===== src/rtl/pipe_ctrl_pkg.sv =====
// Shared types and constants for the pipeline controller: FSM encoding,
// exception entry vector and the saturating counter helper.
package pipe_ctrl_pkg;

    typedef enum logic [1:0] {
        PC_RUN   = 2'd0,
        PC_DRAIN = 2'd1,
        PC_FLUSH = 2'd2
    } pc_state_e;

    localparam logic [31:0] EXC_VECTOR = 32'hBFC0_0380;
    localparam logic [5:0]  STALL_NONE = 6'b000000;
    localparam logic [5:0]  STALL_ALL  = 6'b111111;
    localparam logic        STOP       = 1'b1;
    localparam logic        NO_STOP    = 1'b0;

    function automatic logic [31:0] sat_inc(input logic [31:0] value);
        if (value == 32'hFFFF_FFFF) begin
            return value;
        end else begin
            return value + 32'd1;
        end
    endfunction

endpackage


===== src/rtl/pipe_ctrl_if.sv =====
// Bundle of stall requests, exception/bus status and the controller's
// outputs; the slave modport is the controller's view.
interface pipe_ctrl_if;

    logic        stallreq_ic;
    logic        stallreq_id;
    logic        stallreq_ex;
    logic        stallreq_mem;
    logic        ex_req;
    logic        ex_is_eret;
    logic [31:0] cp0_epc;
    logic        ic_busy;
    logic        dc_busy;
    logic [5:0]  stall;
    logic        flush;
    logic [31:0] new_pc;
    logic        except_ack;
    logic [31:0] stall_cnt;

    modport master (
        output stallreq_ic, stallreq_id, stallreq_ex, stallreq_mem,
        output ex_req, ex_is_eret, cp0_epc, ic_busy, dc_busy,
        input  stall, flush, new_pc, except_ack, stall_cnt
    );

    modport slave (
        input  stallreq_ic, stallreq_id, stallreq_ex, stallreq_mem,
        input  ex_req, ex_is_eret, cp0_epc, ic_busy, dc_busy,
        output stall, flush, new_pc, except_ack, stall_cnt
    );

endinterface


===== src/rtl/pipe_ctrl_stall_enc.sv =====
// Priority encoder: the deepest stalling stage freezes itself and every
// earlier stage, giving a prefix mask over pc..wb.
module pipe_stall_enc
    import pipe_ctrl_pkg::*;
(
    input  logic       stallreq_ic_i,
    input  logic       stallreq_id_i,
    input  logic       stallreq_ex_i,
    input  logic       stallreq_mem_i,
    output logic [5:0] stall_mask_o
);

    // Deepest request wins
    always_comb begin
        stall_mask_o = STALL_NONE;
        if (stallreq_mem_i) begin
            stall_mask_o = 6'b011111;
        end else if (stallreq_ex_i) begin
            stall_mask_o = 6'b001111;
        end else if (stallreq_id_i) begin
            stall_mask_o = 6'b000111;
        end else if (stallreq_ic_i) begin
            stall_mask_o = 6'b000011;
        end else begin
            stall_mask_o = STALL_NONE;
        end
    end

endmodule


===== src/rtl/pipe_ctrl.sv =====
// Pipeline controller: merges stall requests, sequences exception/ERET
// entry (drain buses, one flush cycle with redirect PC), counts stall cycles.
module pipe_ctrl
    import pipe_ctrl_pkg::*;
(
    input  logic         clk,
    input  logic         rst,
    pipe_ctrl_if.slave   bus
);

    pc_state_e   state_q, state_d;
    logic [31:0] target_q, target_d;
    logic [31:0] cnt_q, cnt_d;
    logic [5:0]  enc_mask_s;
    logic [5:0]  stall_s;
    logic        flush_s;
    logic        bus_idle_s;

    assign bus_idle_s = ~bus.ic_busy & ~bus.dc_busy;

    pipe_stall_enc u_stall_enc (
        .stallreq_ic_i  (bus.stallreq_ic),
        .stallreq_id_i  (bus.stallreq_id),
        .stallreq_ex_i  (bus.stallreq_ex),
        .stallreq_mem_i (bus.stallreq_mem),
        .stall_mask_o   (enc_mask_s)
    );

    // State, redirect target and stall counter registers
    always_ff @(posedge clk) begin
        if (!rst) begin
            state_q  <= PC_RUN;
            target_q <= 32'd0;
            cnt_q    <= 32'd0;
        end else begin
            state_q  <= state_d;
            target_q <= target_d;
            cnt_q    <= cnt_d;
        end
    end

    // Next-state and target capture; ex_req is only seen in RUN
    always_comb begin
        state_d  = state_q;
        target_d = target_q;
        case (state_q)
            PC_RUN: begin
                if (bus.ex_req) begin
                    target_d = bus.ex_is_eret ? bus.cp0_epc : EXC_VECTOR;
                    state_d  = bus_idle_s ? PC_FLUSH : PC_DRAIN;
                end else begin
                    state_d  = PC_RUN;
                end
            end
            PC_DRAIN: begin
                if (bus_idle_s) begin
                    state_d = PC_FLUSH;
                end else begin
                    state_d = PC_DRAIN;
                end
            end
            PC_FLUSH: state_d = PC_RUN;
            default:  state_d = PC_RUN;
        endcase
    end

    // Raw stall/flush per state; exception acceptance overrides requests
    always_comb begin
        stall_s = STALL_NONE;
        flush_s = 1'b0;
        case (state_q)
            PC_RUN: begin
                if (bus.ex_req) begin
                    stall_s = STALL_ALL;
                end else begin
                    stall_s = enc_mask_s;
                end
            end
            PC_DRAIN: stall_s = STALL_ALL;
            PC_FLUSH: flush_s = 1'b1;
            default: begin
                stall_s = STALL_NONE;
                flush_s = 1'b0;
            end
        endcase
    end

    // Saturating count of cycles where the pc stage is held
    always_comb begin
        if (stall_s[0] == STOP) begin
            cnt_d = sat_inc(cnt_q);
        end else begin
            cnt_d = cnt_q;
        end
    end

    // Outputs are forced quiet while reset is asserted
    always_comb begin
        if (!rst) begin
            bus.stall      = STALL_NONE;
            bus.flush      = 1'b0;
            bus.except_ack = 1'b0;
            bus.new_pc     = 32'd0;
        end else begin
            bus.stall      = stall_s;
            bus.flush      = flush_s;
            bus.except_ack = flush_s;
            bus.new_pc     = target_q;
        end
    end

    assign bus.stall_cnt = cnt_q;

endmodule


===== src/flat_wrapper.sv =====
// flat-port wrapper written by rule: the top's interface ports become plain ports
module pipe_ctrl_flat import pipe_ctrl_pkg::*;
  (clk, rst, bus_stallreq_ic, bus_stallreq_id, bus_stallreq_ex, bus_stallreq_mem, bus_ex_req, bus_ex_is_eret, bus_cp0_epc, bus_ic_busy, bus_dc_busy, bus_stall, bus_flush, bus_new_pc, bus_except_ack, bus_stall_cnt);
  pipe_ctrl_if bus_i ();
  input  logic clk;
  input  logic rst;
  input wire logic [$bits(bus_i.stallreq_ic)-1:0] bus_stallreq_ic;
  input wire logic [$bits(bus_i.stallreq_id)-1:0] bus_stallreq_id;
  input wire logic [$bits(bus_i.stallreq_ex)-1:0] bus_stallreq_ex;
  input wire logic [$bits(bus_i.stallreq_mem)-1:0] bus_stallreq_mem;
  input wire logic [$bits(bus_i.ex_req)-1:0] bus_ex_req;
  input wire logic [$bits(bus_i.ex_is_eret)-1:0] bus_ex_is_eret;
  input wire logic [$bits(bus_i.cp0_epc)-1:0] bus_cp0_epc;
  input wire logic [$bits(bus_i.ic_busy)-1:0] bus_ic_busy;
  input wire logic [$bits(bus_i.dc_busy)-1:0] bus_dc_busy;
  output wire logic [$bits(bus_i.stall)-1:0] bus_stall;
  output wire logic [$bits(bus_i.flush)-1:0] bus_flush;
  output wire logic [$bits(bus_i.new_pc)-1:0] bus_new_pc;
  output wire logic [$bits(bus_i.except_ack)-1:0] bus_except_ack;
  output wire logic [$bits(bus_i.stall_cnt)-1:0] bus_stall_cnt;
  assign bus_i.stallreq_ic = bus_stallreq_ic;
  assign bus_i.stallreq_id = bus_stallreq_id;
  assign bus_i.stallreq_ex = bus_stallreq_ex;
  assign bus_i.stallreq_mem = bus_stallreq_mem;
  assign bus_i.ex_req = bus_ex_req;
  assign bus_i.ex_is_eret = bus_ex_is_eret;
  assign bus_i.cp0_epc = bus_cp0_epc;
  assign bus_i.ic_busy = bus_ic_busy;
  assign bus_i.dc_busy = bus_dc_busy;
  assign bus_stall = bus_i.stall;
  assign bus_flush = bus_i.flush;
  assign bus_new_pc = bus_i.new_pc;
  assign bus_except_ack = bus_i.except_ack;
  assign bus_stall_cnt = bus_i.stall_cnt;
  pipe_ctrl u_core (.clk(clk), .rst(rst), .bus(bus_i));
endmodule

===== config.mk =====
export PLATFORM = sky130hd
export DESIGN_NAME = pipe_ctrl_flat
export DESIGN_NICKNAME = d
export VERILOG_FILES = /design/src/rtl/pipe_ctrl_pkg.sv /design/src/rtl/pipe_ctrl_if.sv /design/src/rtl/pipe_ctrl_stall_enc.sv /design/src/rtl/pipe_ctrl.sv /design/src/flat_wrapper.sv
export SDC_FILE = /design/constraint.sdc
export NUM_CORES = 1
export LEC_CHECK = 0
export CAP_MARGIN = 20
export CORE_AREA = 2 2 87 89
export DETAILED_ROUTE_END_ITERATION = 8
export DIE_AREA = 0 0 89 91
export HOLD_SLACK_MARGIN = 0.02
export PLACE_DENSITY = 0.8
export SETUP_SLACK_MARGIN = 0.5
export SYNTH_ARGS = -nofsm -noshare
export SYNTH_HDL_FRONTEND = slang
export SYNTH_SLANG_ARGS = --single-unit
export TNS_END_PERCENT = 50

===== constraint.sdc =====
create_clock -name clk -period 2.6 [get_ports clk]
set_clock_uncertainty 0.1 [all_clocks]
set_input_delay 0.52 -clock clk [delete_from_list [all_inputs] [get_ports clk]]
set_output_delay 0.52 -clock clk [all_outputs]
set_load 0.02 [all_outputs]

==> metrics.txt <==
maximum VDD drop roughly 0.34 mV; Wirelength per Cell ~15 µm; Synth Area in Compound Gates 0.188; starting density of the core 0.433; mux cell area share after synthesis 0; GRT Overall Usage 0.221; Skew-Pair Late Insertion Delay ~0.34 ns; Critical Path Sink Type register; IO Count 114; Place WS -0.146 ns; die height ~91 µm; Root Driver clkbuf_8; Final Slew Violations 0; cells along the critical path nand3_2 > or3_4 > or4_4 > or4_1 > a21oi_1; Initial DRC Count 170; crit start category register; worst reg2reg path depth 5; crit path kind register to register; share of layout cells above drive strength 1 0.296; DRT Pass-1 Iters 4; antenna cells 0; RSZ-0062 raised after global routing yes; HP Start u_core.target_q[12]$_SDFFE_PN0P_; placed insts between 600 and 700; antenna violations before repair 0; main combinational cell family by area after synthesis simple AND/OR/NAND/NOR gates; CTS Buf Count 9; CTS H-tree depth 3; slew margin rel. 0.672; status finished clean; DRC violations left 0; Post-Synth XOR/XNOR Area 0.00850; row cnt 31; post-route ant nets 0; largest net degree at the start of global routing 65; Slowest-stage cell, CP or4_1; mapped cell area 3090 µm²; worst hold endpoint u_core.target_q[12]$_SDFFE_PN0P_; adder-cell share of the synthesized area 0.00405; Layout fillers 567; EDFF count, synth 0; Critical Path RT around 2.8 ns; Post-Syn Nets around 430; Yosys Warn Count 0; Layout Nets a little under 600; max_cap viols 0; CTS clk-pin slew, worst paths ~0.08 ns; commonest non-fill, non-tap cells in the layout clkdlybuf4s50_1 (67), inv_1 (39), buf_4 (37); hold crit path type register to register; number of global-route vias before repair 3104; die width 89 µm; power consumption 2.38 mW; Worst EP arrival around 2.3 ns; first-pass GRT wire length roughly 14000 µm; Core Area 7140 µm²; Primary FF master, synth dfxtp_1; Max Freq roughly 460 MHz; WL final roughly 9500 µm; routed via count between 3000 and 4000; Final Cell Area 5080 µm²; placed inst area approximately 4500 µm²; commonest non-fill, non-tap cell in the layout clkdlybuf4s50_1; leakage about 2 nW; Mean Syn Cell Area around 7.9 µm²; post-synthesis sequential area ratio 0.428; R2R Path Start u_core.bus.stall_cnt[4]$_SDFFE_PN0P_; critical path fanouts, max 6; hold violation count in the final report 0; Die Area ~8100 µm²; part of the cycle the worst path needs 0.829; detailed placer's ending HPWL 6000 µm; simple-gate area share of the yosys netlist 0.285; setup ws final 0.445 ns; area growth from synthesis to layout 64.4%; Vias/cell around 5.4; #FFs+latches synth between 60 and 70; fraction of registers with async set/reset 0; post-route minimum period 2.16 ns; Worst-Margin Slew ~0.49 ns; Power Density 469 nW/µm²; maximum clock insertion buffer count 2; CTS tree built; Synth cell types 40; delay-heaviest family, CP simple AND/OR/NAND/NOR gates; Syn Inst Count slightly below 400; port bufs about 110; GP Congestion 0.816; r2r setup slk 0.44 ns; hold depth 2; Critical R2R Capture u_core.bus.stall_cnt[27]$_SDFFE_PN0P_; clock sink count between 60 and 70; CP peak stage delay 0.49 ns; Buf+Inv Stages, Crit Path 0; Min Hold Slack about 0.38 ns; # setup viols final 0; GR Overflow Total 0; Layout Cells excl Fill 640
-- cell usage after synthesis (3+ instances only) --
master	n	share of area
and2_1	15	0.030
a311oi_1	12	0.034
nand2_1	36	0.044
or3_1	11	0.022
o211ai_1	3	0.0073
nand4_1	6	0.012
buf_4	3	0.0073
a21oi_1	28	0.045
or4_1	13	0.032
or4b_1	3	0.0097
nand3_1	32	0.052
o41ai_1	5	0.014
nor3_1	3	0.0049
nor2_1	26	0.032
o21ai_0	25	0.040
clkbuf_1	18	0.022
buf_2	5	0.0081
inv_1	39	0.047
o31ai_1	9	0.022
o21ai_1	8	0.013
dfxtp_1	66	0.43
-- how the worst max path moves through the flow --
stage | startpoint | end | slack, ns | cells after the start
finish | u_core.bus.stall_cnt[4]$_SDFFE_PN0P_ | u_core.bus.stall_cnt[27]$_SDFFE_PN0P_ | 0.44 | 5
global route | u_core.bus.stall_cnt[2]$_SDFFE_PN0P_ | u_core.bus.stall_cnt[27]$_SDFFE_PN0P_ | 0.39 | 5
CTS | u_core.bus.stall_cnt[16]$_SDFFE_PN0P_ | u_core.bus.stall_cnt[27]$_SDFFE_PN0P_ | 0.28 | 5
detailed placement | rst | bus_stall[5] | -0.15 | 5
global placement | rst | bus_stall[5] | -0.11 | 5
floorplan | u_core.bus.stall_cnt[0]$_SDFFE_PN0P_ | u_core.bus.stall_cnt[0]$_SDFFE_PN0P_ | 0.42 | 8
-- per-stage QoR --
| stage | util | TNS (ns) |
|---|---|---|
| after floorplan | - | 0 |
| after global placement | 0.637 | -2.42 |
| after detailed placement | 0.637 | -3.61 |
| after CTS | 0.678 | 0 |
| after global routing | 0.712 | 0 |
| final | 0.712 | 0 |
-- routing by layer --
layer	vias up	track usage	routed length, µm
li1	1681	-	-
met1	1610	0.290	3970
met2	126	0.348	4660
met3	21	0.0545	659
met4	0	0.0808	169
met5	-	0	0
-- report_power, final --
part	switching [mW]	internal [mW]	total (mW)	leakage (nW)
clock network	0.400	0.575	0.975	0.122
registers	0.0192	1.04	1.06	0.555
logic	0.177	0.173	0.350	1.37
total	0.596	1.79	2.38	2.05
-- sequential cells by signal, summed over array words and instances (netlist names) --
signal,flops
u_core.bus.stall_cnt,32
u_core.target_q,32
u_core.state_q,2
-- repair_timing --
item                                    in CTS  in global routing
cloned                                       1                  1
endpoints found under the setup margin      68                 69
buffers inserted                             4                 13
gates resized for setup                    111                 46
pin swaps                                    2                 17
hold buffers                                 0                  0
-- cells by family (layout without fill, tap and decap cells) --
| group | Yosys count | in the layout |
|---|---|---|
| AND/OR/NAND/NOR | 161 | 162 |
| AO/OA/AOI/OAI | 93 | 94 |
| flip-flops | 66 | 66 |
| buffers and inverters | 67 | 215 |
| XOR/XNOR | 3 | 3 |
| adder cells (fa/ha/maj) | 1 | 1 |
-- worst min-delay path: cells and delay by family, from the launching register on --
family	cells	cell delay [ns]
AOI/OAI and AO/OA	1	0.07
and+or+nand+nor	1	0.06
DFF	1	0.30
-- cell type report --
class                   count  area, µm²  area share
well taps                  99        124      0.0244
clock buffers              15        230      0.0453
multi-input cells         260       1640       0.322
flip-flops and latches     66       1390       0.273
inverters                  40        150      0.0296
repair buffers            159       1550       0.304
clock inverters             1       6.26     0.00123
No activity file was read; power rests on OpenSTA's default activity.
